`src/rtl/aes_round_engine.sv`:
```
// aes_round_engine: iterative AES encryption datapath, one full round per clock
module aes_round_engine #(
    parameter int NR = 10
) (
    input  logic         clk,
    input  logic         reset,
    input  logic         start,
    input  logic [0:127] data_in,
    input  logic [0:127] round_key,
    output logic [3:0]   round_idx,
    output logic [0:127] sbox_in,
    input  logic [0:127] sbox_out,
    output logic [0:127] data_out,
    output logic         busy,
    output logic         done
);
    typedef enum logic {IDLE, ROUND} fsm_t;
    fsm_t         fsm_q;
    logic [3:0]   cnt_q;
    logic [0:127] state_q, data_out_q, shifted, mixed, state_d;
    logic         busy_q, done_q;
    function automatic logic [7:0] xtime(input logic [7:0] x);
        return {x[6:0], 1'b0} ^ (x[7] ? 8'h1B : 8'h00);
    endfunction
    function automatic logic [0:127] shift_rows(input logic [0:127] s);
        logic [0:127] o;
        for (int c = 0; c < 4; c++)
            for (int r = 0; r < 4; r++)
                o[8*(4*c+r) +: 8] = s[8*(4*((c+r)%4)+r) +: 8];
        return o;
    endfunction
    function automatic logic [0:127] mix_columns(input logic [0:127] s);
        logic [0:127] o;
        logic [7:0]   a0, a1, a2, a3;
        for (int c = 0; c < 4; c++) begin
            a0 = s[32*c +: 8];
            a1 = s[32*c+8 +: 8];
            a2 = s[32*c+16 +: 8];
            a3 = s[32*c+24 +: 8];
            o[32*c +: 8]    = xtime(a0) ^ xtime(a1) ^ a1 ^ a2 ^ a3;
            o[32*c+8 +: 8]  = a0 ^ xtime(a1) ^ xtime(a2) ^ a2 ^ a3;
            o[32*c+16 +: 8] = a0 ^ a1 ^ xtime(a2) ^ xtime(a3) ^ a3;
            o[32*c+24 +: 8] = xtime(a0) ^ a0 ^ a1 ^ a2 ^ xtime(a3);
        end
        return o;
    endfunction
    assign sbox_in   = state_q;
    assign round_idx = cnt_q;
    assign data_out  = data_out_q;
    assign busy      = busy_q;
    assign done      = done_q;
    // Round transform on the S-box result; the final round omits MixColumns
    always_comb begin
        shifted = shift_rows(sbox_out);
        mixed   = mix_columns(shifted);
        state_d = (cnt_q == 4'(NR) ? shifted : mixed) ^ round_key;
    end
    // Control FSM with registered state, counter and handshake outputs
    always_ff @(posedge clk or posedge reset) begin
        if (reset) begin
            fsm_q      <= IDLE;
            cnt_q      <= '0;
            state_q    <= '0;
            data_out_q <= '0;
            busy_q     <= 1'b0;
            done_q     <= 1'b0;
        end else begin
            case (fsm_q)
                IDLE: begin
                    done_q <= 1'b0;
                    if (start) begin
                        state_q <= data_in ^ round_key;
                        cnt_q   <= 4'd1;
                        busy_q  <= 1'b1;
                        fsm_q   <= ROUND;
                    end
                end
                ROUND: begin
                    state_q <= state_d;
                    if (cnt_q == 4'(NR)) begin
                        data_out_q <= state_d;
                        done_q     <= 1'b1;
                        busy_q     <= 1'b0;
                        cnt_q      <= '0;
                        fsm_q      <= IDLE;
                    end else begin
                        done_q <= 1'b0;
                        cnt_q  <= cnt_q + 4'd1;
                    end
                end
                default: fsm_q <= IDLE;
            endcase
        end
    end
endmodule

```
`config.mk`:
```
export PLATFORM = sky130hd
export DESIGN_NAME = aes_round_engine
export DESIGN_NICKNAME = d
export VERILOG_FILES = /design/src/rtl/aes_round_engine.sv
export SDC_FILE = /design/constraint.sdc
export NUM_CORES = 1
export LEC_CHECK = 0
export CAP_MARGIN = 30
export CORE_ASPECT_RATIO = 0.9
export CORE_MARGIN = 1.5
export CORE_UTILIZATION = 30
export DETAILED_ROUTE_END_ITERATION = 7
export GPL_TIMING_DRIVEN = 1
export PLACE_DENSITY = 0.64
export SETUP_SLACK_MARGIN = 0.4
export SYNTH_ARGS = -nofsm -noshare
export SYNTH_HDL_FRONTEND = slang
export SYNTH_SLANG_ARGS = --single-unit
```
`constraint.sdc`:
```
create_clock -name clk -period 12.9 [get_ports clk]
set_input_delay 2.58 -clock clk [delete_from_list [all_inputs] [get_ports clk]]
set_output_delay 2.58 -clock clk [all_outputs]
set_load 0.005 [all_outputs]
```
Yosys cells after proc, flatten, opt, wreduce, memory -nomap -nowiden
Cells that the tools add are included.

Add/subtract/negate cells: 1. Equal/unequal tests: 3. Muxes and demuxes: 30. Bitwise gates (word level): 83. Reductions and logical operators: 2.

Operators by type and width (number): 8-bit bitwise XOR (64); 128-bit two-way mux (2); 128-bit case mux with 2 select lines (1); 128-bit bitwise XOR (2); 8-bit by 5-bit bitwise XOR with 8-bit output (16); 5-bit two-way mux (16); 4-bit two-way mux (2); 4-bit case mux with 2 select lines (1); 1-bit case mux with 2 select lines (3); 1-bit two-way mux (5); 4-bit by 1-bit adder with 4-bit output, second input constant (1); 4-bit == test, second input constant (1); 2-bit AND reduction (2); 2-bit by 1-bit inequality test with 1-bit output, second input constant (1); 2-bit inequality test, second input constant (1); 1-bit inverter (1).

Register bits after elaboration: 263. Bits of input ports: 387. Word-level logic and storage cells: 125.

Depth between registers and ports, before layout
Gate-level depths: netlist (run 1).

Depth after elaboration: 9. Depth in mapped cells: 10. Depth with buffers taken out: 7.

Worst setup path before layout (run 1)
OpenSTA, ideal clock, no wires.

Path type: input to register. Start point: in sbox_out[72] in the netlist's numbering. End point: reg state_q, in the netlist sbox_in[38]. Setup time: 133 ps. Arrival time: 3824 ps. Slack: 8943 ps. Stages: 6. Buffers on the path: 1. Cell sequence: buf_2 -> xnor2_1 -> xnor3_1 -> mux2i_1 -> xor2_1 -> o21ai_0.

Cells in the longest elaborated chain, start to end: 9.

Ends and longest elaborated chain: start, declared (line 12) `input logic [0:127] sbox_out,`; 5-bit two-way mux (line 23) `return {x[6:0], 1'b0} ^ (x[7] ? 8'h1B : 8'h00);`; 8-bit by 5-bit bitwise XOR with 8-bit output (line 23); 8-bit bitwise XOR (4 in a row) (line 40) `o[32*c +: 8] = xtime(a0) ^ xtime(a1) ^ a1 ^ a2 ^ a3;`; 128-bit two-way mux (line 56) `state_d = (cnt_q == 4'(NR) ? shifted : mixed) ^ round_key;`; 128-bit bitwise XOR (line 56); 128-bit case mux with 2 select lines (line 68) `case (fsm_q)`; end signal, assigned (line 72) `state_q <= data_in ^ round_key;`; end signal, assigned (line 79) `state_q <= state_d;`; end, declared (line 20) `logic [0:127] state_q, data_out_q, shifted, mixed, state_d;`.

Every way passes these cells. A chain may end at the register's enable or synchronous reset.

Worst setup path after layout (run 1)
Start point: in sbox_out[96] in the netlist's numbering. End point: reg state_q, in the netlist sbox_in[100].

The elaborated chain is that of the path after synthesis.

==> flow_metrics.py, run 1 <==
metrics = {
    "outcome": {
        "outcome": "finished clean",
    },
    "floorplanning": {
        "fp.dieH_um": 252,
        "initial_core_util": 0.303,
        "die_w_um": 280,
        "rows": 91,
        "dieArea_mm2": 0.0707,
        "io_pins": 649,
        "coreArea_mm2": 0.0684,
    },
    "grt": {
        "grt_pass1_wl_um": 108000,
        "gr-total-overflow": 0,
        "grt_max_degree": 170,
        "antenna_found_initial": 2,
        "grt_use_total": 0.202,
        "grt_pass1_vias": 17059,
    },
    "synth": {
        "ys_seq_area_frac": 0.317,
        "postSynthCellCount": 2073,
        "synth-xor-area-share": 0.410,
        "synth_top_family_by_area": "XOR/XNOR gates",
        "synthAdderAreaFrac": 0.00121,
        "ys_warn_count": 0,
        "synth_flop_cell": "dfrtp_1",
        "async_reset_ff_frac": 1.00,
        "synth_nets": 2462,
        "yosys.area_share.simple": 0.0672,
        "synth_compound_gate_area_share": 0.134,
        "synth_area_mm2": 0.0207,
        "syn_area_per_cell_um2": 10.0,
        "synth_cell_types": 43,
        "muxShareOfSynthArea": 0.0193,
        "synth-seq-cells": 263,
        "synth_edf_count": 0,
    },
    "sta": {
        "min_period_ns": 4.53,
        "slew_viol_final": 0,
        "worstMarginPinSlew_ns": 0.960,
        "final_min_period_over_clock_period": 0.351,
        "fin_tns_setup_ns": 0,
        "hold_viol": 0,
        "hold_ws_ns": 0.478,
        "timing.slew.headroom": 0.360,
        "setup_ws_ns": 8.37,
        "clock.fmax_mhz": 221,
        "rsz0062_at_grt": "false",
        "skew_ns": 0.0243,
        "finalSetupViolations": 0,
    },
    "place": {
        "placed_cells": 3440,
        "hpwlAfterDp_um": 55800,
        "routabilityCongestion": 0.887,
        "port_buffers": 648,
        "pre_cts_ws_ns": 7.44,
    },
    "power": {
        "power_frac_clock": 0.199,
        "seqPwrFrac": 0.307,
        "p_switching_uw": 1730,
        "switching_share": 0.348,
        "power.internal_uw": 3240,
        "leakagePower_uw": 0.0120,
        "powerDensity_mw_per_mm2": 173,
        "peakVddDrop_v": 0.0000907,
        "comb_power_share": 0.495,
    },
    "worst_setup_path": {
        "path_buf_inv": 1,
        "path_delay_family": "XOR/XNOR gates",
        "r2r_cells": 8,
        "slowest_stage": "clkdlybuf4s50_1",
        "crit_cells": 6,
        "rrSetupSlack_ns": 9.89,
        "worstReg2RegEnd": "sbox_in[78]$_DFFE_PP0P_",
        "cp_max_fo": 9,
        "end_kind": "flop",
        "start_kind": "primary input",
        "critPathMaxStageDelay_ns": 0.95,
        "critical_path_class": "in2reg",
        "critPathRequiredTime_ns": 13.27,
        "worstPathArrival_ns": 4.90,
        "cpMostUsedCell": "xnor3_1",
        "r2r_start": "round_idx[0]$_DFFE_PP0P_",
        "crit_chain": "clkdlybuf4s50_1 -> xnor3_1 -> xnor3_1 -> o21ai_2 -> xnor2_1 -> o21ai_1",
    },
    "cts": {
        "cts_resized": 0,
        "numCtsBuffers": 35,
        "clock_sinks": 263,
        "tritoncts": "yes",
        "clk_pin_slew_worst_paths_ns": 0.05,
        "cts-hold-fix-buffers": 0,
        "clockRootBuffer": "clkbuf_16",
        "cts_max_path_buffers": 3,
        "h-tree-depth": 2,
        "clk_latency_ns": 0.55,
        "postCtsSetupRepairBufs": 0,
    },
    "drt": {
        "num_vias": 16548,
        "routed_via_density": 4.73,
        "dr.first_iter.drc_count": 931,
        "wl_um": 73500,
        "dr.pass1.iters": 5,
        "route.detailed.drc": 0,
        "wl_per_cell_um": 21.0,
        "antenna_left": 0,
    },
    "hold_path": {
        "hp-class": "reg2reg",
        "min_to": "data_out[81]$_DFFE_PP0P_",
        "hold-path-cell-count": 2,
        "min_from": "data_out[81]$_DFFE_PP0P_",
    },
    "finish": {
        "n_fill_cell": 6543,
        "layout_commonest_cell": "clkdlybuf4s50_1",
        "layout_common_cells": "clkdlybuf4s50_1 (647), xnor2_1 (451), nand2_1 (322)",
        "fin_nets": 2937,
        "finalNonFillerCells": 3502,
        "drive_above_1_share": 0.0424,
        "area_growth_pct": 38.3,
    },
    "flow_run": {
        "maxCapViolCount": 0,
    },
}
==> layer usage <==
metal,GRT usage,routed length (um),vias to the layer above
met2,0.339,35200,620
met5,0,0,-
met4,0.0735,2620,0
li1,-,-,7857
met1,0.256,31000,7952
met3,0.0403,4660,119
==> worst max-delay path by stage <==
stage	slack, ns	from	end
final	8.37	sbox_out[96]	sbox_in[100]$_DFFE_PP0P_
after CTS	8.03	reset	sbox_in[96]$_DFFE_PP0P_
after detailed placement	7.44	reset	data_out[111]$_DFFE_PP0P_
after global routing	8.26	reset	data_out[78]$_DFFE_PP0P_
after floorplan	3.08	reset	busy$_DFFE_PP0P_
after global placement	7.49	reset	data_out[115]$_DFFE_PP0P_
==> flip-flops by register name (all words and copies together) (netlist names) <==
| signal | cells |
|---|---|
| data_out | 128 |
| sbox_in | 128 |
| round_idx | 4 |
| busy | 1 |
| done | 1 |
| fsm_q | 1 |
==> cells in the mapped netlist (6+ instances only) <==
cell	count	area, um^2
o21ai_1	43	215
xnor2_1	451	3950
nand2_1	323	1210
a21oi_1	27	135
xnor2_2	13	211
xor3_1	26	618
clkbuf_1	112	420
buf_6	6	67.6
xnor3_1	124	2790
dfrtp_1	263	6580
buf_4	11	82.6
o211ai_1	127	953
buf_2	87	435
mux2i_1	40	400
xor2_1	62	543
o21ai_0	274	1370
clkbuf_2	6	30.0
nor2_1	30	113
==> cell type report <==
| type | count | area (um^2) | area share |
|---|---|---|---|
| multi-input combinational | 1579 | 13100 | 0.457 |
| timing repair buffer | 664 | 6670 | 0.233 |
| sequential | 263 | 6580 | 0.229 |
| tap | 930 | 1160 | 0.0406 |
| clock buffer | 46 | 1010 | 0.0352 |
| clock inverter | 13 | 123 | 0.00428 |
| inverter | 5 | 33.8 | 0.00118 |
| antenna | 2 | 5.00 | 0.000174 |
==> logic make-up (layout without fill, tap and decap cells) <==
group / after synthesis / after routing
XOR/XNOR: 691 / 691
AO/OA/AOI/OAI: 483 / 483
AND/OR/NAND/NOR: 363 / 363
flip-flops: 263 / 263
buffers and inverters: 231 / 728
multiplexers: 40 / 40
adder cells (fa/ha/maj): 2 / 2
other: 0 / 2
==> tightest hold or removal path, cell delays in order (launching register included) <==
cell and delay, ns:
dfrtp_1 0.34, nand2_1 0.05, o21ai_0 0.06
==> power by group through the flow <==
stage,registers (uW),clock network (uW),logic [uW]
floorplan,1520,0,1100
global placement,1520,0,2430
detailed placement,1530,0,2480
CTS,1530,1020,2490
global route,1580,1050,2660
finish,1520,987,2460
==> metrics by stage <==
step | instance area [um^2] | util | total power [uW]
floorplan | 20700 | - | 2610
CTS | 28700 | 0.419 | 5030
global placement | 27500 | 0.401 | 3950
global route | 28700 | 0.419 | 5290
finish | 28700 | 0.419 | 4970
detailed placement | 27500 | 0.402 | 4000
Power figures use the tool's default switching activity.
==> run 2, diff against run 1 <==
==> constraint.sdc (replaced) <==
create_clock -name clk -period 4.5 [get_ports clk]
set_input_delay 0.9 -clock clk [delete_from_list [all_inputs] [get_ports clk]]
set_output_delay 0.9 -clock clk [all_outputs]
set_load 0.005 [all_outputs]
==> flow_metrics.py, run 2 (synthesized netlist as in run 1, its figures left out) <==
metrics = {
    "floorplanning": {
        "coreArea_mm2": 0.0684,
        "initial_core_util": 0.303,
        "fp.dieH_um": 252,
        "die_w_um": 280,
        "dieArea_mm2": 0.0707,
        "rows": 91,
        "io_pins": 649,
    },
    "sta": {
        "final_min_period_over_clock_period": 0.636,
        "rsz0062_at_grt": "false",
        "slew_viol_final": 0,
        "skew_ns": 0.0221,
        "min_period_ns": 2.86,
        "finalSetupViolations": 0,
        "fin_tns_setup_ns": 0,
        "timing.slew.headroom": 0.377,
        "hold_viol": 0,
        "clock.fmax_mhz": 349,
        "worstMarginPinSlew_ns": 0.934,
    },
    "grt": {
        "grt_use_total": 0.210,
        "grt_pass1_wl_um": 112000,
        "gr-total-overflow": 0,
        "antenna_found_initial": 4,
        "grt_max_degree": 147,
        "grt_pass1_vias": 17423,
    },
    "finish": {
        "area_growth_pct": 39.1,
        "drive_above_1_share": 0.0449,
        "utilization": 0.422,
        "layout_common_cells": "clkdlybuf4s50_1 (647), xnor2_1 (451), nand2_1 (322)",
        "layout_commonest_cell": "clkdlybuf4s50_1",
        "fin_nets": 2950,
    },
    "worst_setup_path": {
        "cp_max_fo": 6,
        "critical_path_class": "in2reg",
        "worstPathArrival_ns": 3.26,
        "end_kind": "flop",
        "start_kind": "primary input",
        "critPathRequiredTime_ns": 4.90,
    },
    "cts": {
        "cts-hold-fix-buffers": 0,
        "clk_pin_slew_worst_paths_ns": 0.06,
        "h-tree-depth": 2,
        "clk_latency_ns": 0.53,
        "cts_max_path_buffers": 3,
        "clockRootBuffer": "clkbuf_16",
        "clock_sinks": 263,
        "cts_resized": 0,
        "numCtsBuffers": 34,
        "postCtsSetupRepairBufs": 0,
        "tritoncts": "yes",
    },
    "power": {
        "peakVddDrop_v": 0.000336,
        "comb_power_share": 0.497,
        "powerDensity_mw_per_mm2": 497,
        "leakagePower_uw": 0.0120,
        "switching_share": 0.350,
        "power.internal_uw": 9330,
        "p_switching_uw": 5020,
        "seqPwrFrac": 0.306,
        "power_frac_clock": 0.197,
    },
    "outcome": {
        "outcome": "finished clean",
    },
    "drt": {
        "wl_per_cell_um": 21.6,
        "antenna_left": 0,
        "route.detailed.drc": 0,
        "dr.pass1.iters": 5,
        "routed_via_density": 4.75,
        "wl_um": 75800,
        "dr.first_iter.drc_count": 957,
        "num_vias": 16678,
    },
    "place": {
        "hpwlAfterDp_um": 57900,
        "port_buffers": 648,
        "routabilityCongestion": 0.883,
    },
    "flow_run": {
        "maxCapViolCount": 0,
    },
    "hold_path": {
        "hp-class": "reg2reg",
    },
}
==> run 2: cell count changes in the layout (fill, tap and decap cells not counted), sizes merged <==
cell / change
buf: +14
clkbuf: +7
clkinv: -5
clkinvlp: -2
diode: -1
inv: -1
==> run 2: metrics by stage <==
stage | setup slack [ns] | instances | cell area (um^2) | power, uW | hold WS (ns)
after global routing | 1.61 | 3513 | 28800 | 15300 | 0.497
after detailed placement | 1.12 | 3455 | 27700 | 11600 | 0.470
after CTS | 1.70 | 3513 | 28800 | 14500 | 0.483
final | 1.64 | 3514 | 28800 | 14300 | 0.477
after global placement | 1.10 | 3453 | 27700 | 11400 | 0.463
after floorplan | 0.130 | 2073 | 20700 | 7490 | 0.473
==> run 2: final cells by class <==
class                      instances  area [um^2]
inverter                           5         30.0
clock buffer                      53         1050
tap                              930         1160
antenna                            1         2.50
sequential                       263         6580
fill                            6531        39600
timing repair buffer             678         6850
multi-input combinational       1579        13100
clock inverter                     5         78.8
==> run 2: layer usage <==
metal  vias to the layer above  wire length, um  global-route usage
li1                       7868                -                   -
met1                      8015            31100               0.262
met2                       661            36200               0.351
met3                       130             6040              0.0562
met4                         4             2450              0.0715
met5                         -               27                   0
==> run 2: power groups by stage <==
stage,logic (uW),registers [uW],clock network (uW)
CTS,7210,4390,2930
global route,7740,4530,3010
global placement,7070,4350,0
floorplan,3140,4350,0
finish,7130,4380,2830
detailed placement,7170,4390,0
==> run 2: critical path: stages <==
cell and delay, ns:
clkdlybuf4s50_1 0.82, xnor2_1 0.55, xor3_1 0.42, mux2i_1 0.28, xor2_1 0.18, o21ai_0 0.08
==> run 2: worst paths after layout <==
kind                       depth (start not counted)  slack (ns)                     start                        to
setup reg to reg                                   8        1.89  round_idx[0]$_DFFE_PP0P_   sbox_in[14]$_DFFE_PP0P_
max in group asynchronous                          4        2.96                     reset   sbox_in[71]$_DFFE_PP0P_
hold / removal                                     2        0.48  data_out[93]$_DFFE_PP0P_  data_out[93]$_DFFE_PP0P_
hold reg to reg                                    2        0.48  data_out[93]$_DFFE_PP0P_  data_out[93]$_DFFE_PP0P_
min in group asynchronous                          3        0.86                     reset  data_out[58]$_DFFE_PP0P_
setup / recovery                                   6        1.64              sbox_out[70]   sbox_in[69]$_DFFE_PP0P_
==> run 3, diff against run 2 <==
==> constraint.sdc (replaced) <==
create_clock -name clk -period 2.7 [get_ports clk]
set_input_delay 0.54 -clock clk [delete_from_list [all_inputs] [get_ports clk]]
set_output_delay 0.54 -clock clk [all_outputs]
set_load 0.005 [all_outputs]
==> flow_metrics.py, run 3 (synthesized netlist as in run 1, its figures left out) <==
metrics = {
    "floorplanning": {
        "initial_core_util": 0.303,
        "io_pins": 649,
        "rows": 91,
        "dieArea_mm2": 0.0707,
        "coreArea_mm2": 0.0684,
        "die_w_um": 280,
        "fp.dieH_um": 252,
    },
    "power": {
        "leakagePower_uw": 0.0127,
        "powerDensity_mw_per_mm2": 805,
        "peakVddDrop_v": 0.000432,
    },
    "worst_setup_path": {
        "slowest_stage": "o21ai_0",
        "start_kind": "primary input",
        "cp_max_fo": 2,
        "crit_chain": "clkdlybuf4s50_1 -> xnor3_1 -> xnor2_1 -> buf_4 -> o21ai_0 -> xnor2_1 -> o21ai_0",
        "end_kind": "flop",
        "critPathRequiredTime_ns": 3.10,
        "worstPathArrival_ns": 2.66,
        "critical_path_class": "in2reg",
        "path_buf_inv": 2,
        "path_delay_family": "XOR/XNOR gates",
        "critPathMaxStageDelay_ns": 0.57,
    },
    "drt": {
        "routed_via_density": 4.75,
        "route.detailed.drc": 0,
        "dr.first_iter.drc_count": 910,
        "dr.pass1.iters": 5,
        "antenna_left": 0,
        "wl_per_cell_um": 21.1,
        "num_vias": 17288,
        "wl_um": 76800,
    },
    "flow_run": {
        "maxCapViolCount": 0,
    },
    "finish": {
        "n_fill_cell": 6459,
        "utilization": 0.437,
        "fin_nets": 3074,
        "finalNonFillerCells": 3642,
        "layout_common_cells": "clkdlybuf4s50_1 (646), xnor2_1 (451), nand2_1 (322)",
        "finalInstanceArea_mm2": 0.0299,
        "final-seq-area_mm2": 0.00658,
        "area_growth_pct": 44.3,
        "layout_commonest_cell": "clkdlybuf4s50_1",
        "multi_input_area_mm2": 0.0131,
        "drive_above_1_share": 0.0916,
    },
    "grt": {
        "grt_pass1_wl_um": 114000,
        "gr-total-overflow": 0,
        "grt_use_total": 0.213,
        "grt_max_degree": 78,
        "grt_pass1_vias": 17795,
        "antenna_found_initial": 9,
    },
    "cts": {
        "clk_pin_slew_worst_paths_ns": 0.06,
        "cts-hold-fix-buffers": 0,
        "cts_max_path_buffers": 3,
        "clock_sinks": 263,
        "numCtsBuffers": 34,
        "clk_latency_ns": 0.54,
        "clockRootBuffer": "clkbuf_16",
        "h-tree-depth": 2,
        "tritoncts": "yes",
    },
    "sta": {
        "worstMarginPinSlew_ns": 0.727,
        "hold_ws_ns": 0.413,
        "timing.slew.headroom": 0.510,
        "rsz0062_at_grt": "false",
        "skew_ns": 0.0169,
        "hold_viol": 0,
        "final_min_period_over_clock_period": 0.837,
        "min_period_ns": 2.26,
        "slew_viol_final": 0,
        "finalSetupViolations": 0,
        "clock.fmax_mhz": 442,
    },
    "hold_path": {
        "hp-class": "in2async",
    },
    "place": {
        "port_buffers": 648,
        "placed_cells": 3579,
        "routabilityCongestion": 0.891,
        "hpwlAfterDp_um": 60000,
        "placed_area_mm2": 0.0288,
    },
    "outcome": {
        "outcome": "finished clean",
    },
}
run 3: cell types whose count changed in the layout (fill, tap and decap cells not counted), sizes merged, moves of 2 or more:
cell	change
clkinvlp	+4
buf	+124
diode	+3
inv	+3
clkbuf	-7
clkinv	+2
run 3: worst min-delay path: stages:
cell and delay (ns):
clkdlybuf4s50_1 0.44, clkinvlp_4 0.12, buf_12 0.19
run 3: per-layer routing:
| metal | wire, um | up-vias | global-route usage |
|---|---|---|---|
| met5 | 35 | - | 0 |
| met4 | 2300 | 6 | 0.0653 |
| met1 | 31100 | 8399 | 0.261 |
| met2 | 37300 | 639 | 0.361 |
| met3 | 6090 | 117 | 0.0592 |
| li1 | - | 8127 | - |
run 3: what timing repair did:
item / 4_1_cts / 5_1_grt
setup endpoints to repair: 0 / 7
resized for setup: 0 / 3
setup buffers: 0 / 0
run 3: power by group:
part,internal (uW),switching (uW),total [uW]
logic,6950,5260,12200
clock network,2620,1920,4540
registers,5990,1340,7330
run 3: final cells by class:
class | count | share of cell area
Antenna cell | 4 | 0.000335
Clock buffer | 46 | 0.0323
Clock inverter | 13 | 0.00410
Inverter | 5 | 0.00100
Multi-Input combinational cell | 1579 | 0.438
Sequential cell | 263 | 0.220
Tap cell | 930 | 0.0389
Timing Repair Buffer | 802 | 0.266
run 3: worst paths after layout:
check | cells after the start | to | slack, ns | startpoint
setup / recovery | 7 | sbox_in[98]$_DFFE_PP0P_ | 0.44 | sbox_out[90]
hold / removal | 3 | sbox_in[27]$_DFFE_PP0P_ | 0.41 | reset
setup reg to reg | 7 | sbox_in[98]$_DFFE_PP0P_ | 0.48 | round_idx[0]$_DFFE_PP0P_
hold reg to reg | 2 | data_out[54]$_DFFE_PP0P_ | 0.47 | data_out[54]$_DFFE_PP0P_
max in group asynchronous | 4 | sbox_in[70]$_DFFE_PP0P_ | 1.57 | reset
min in group clk | 2 | data_out[54]$_DFFE_PP0P_ | 0.47 | data_out[54]$_DFFE_PP0P_
run 3: stage by stage:
stage | setup WS (ns) | power [uW] | TNS [ns]
2_1_floorplan | -1.31 | 12500 | -344.41
3_3_place_gp | -0.0490 | 19400 | -0.0490
3_5_place_dp | -0.0565 | 19600 | -0.0565
4_1_cts | 0.435 | 24300 | 0
5_1_grt | 0.403 | 25600 | 0
6_report | 0.440 | 24100 | 0
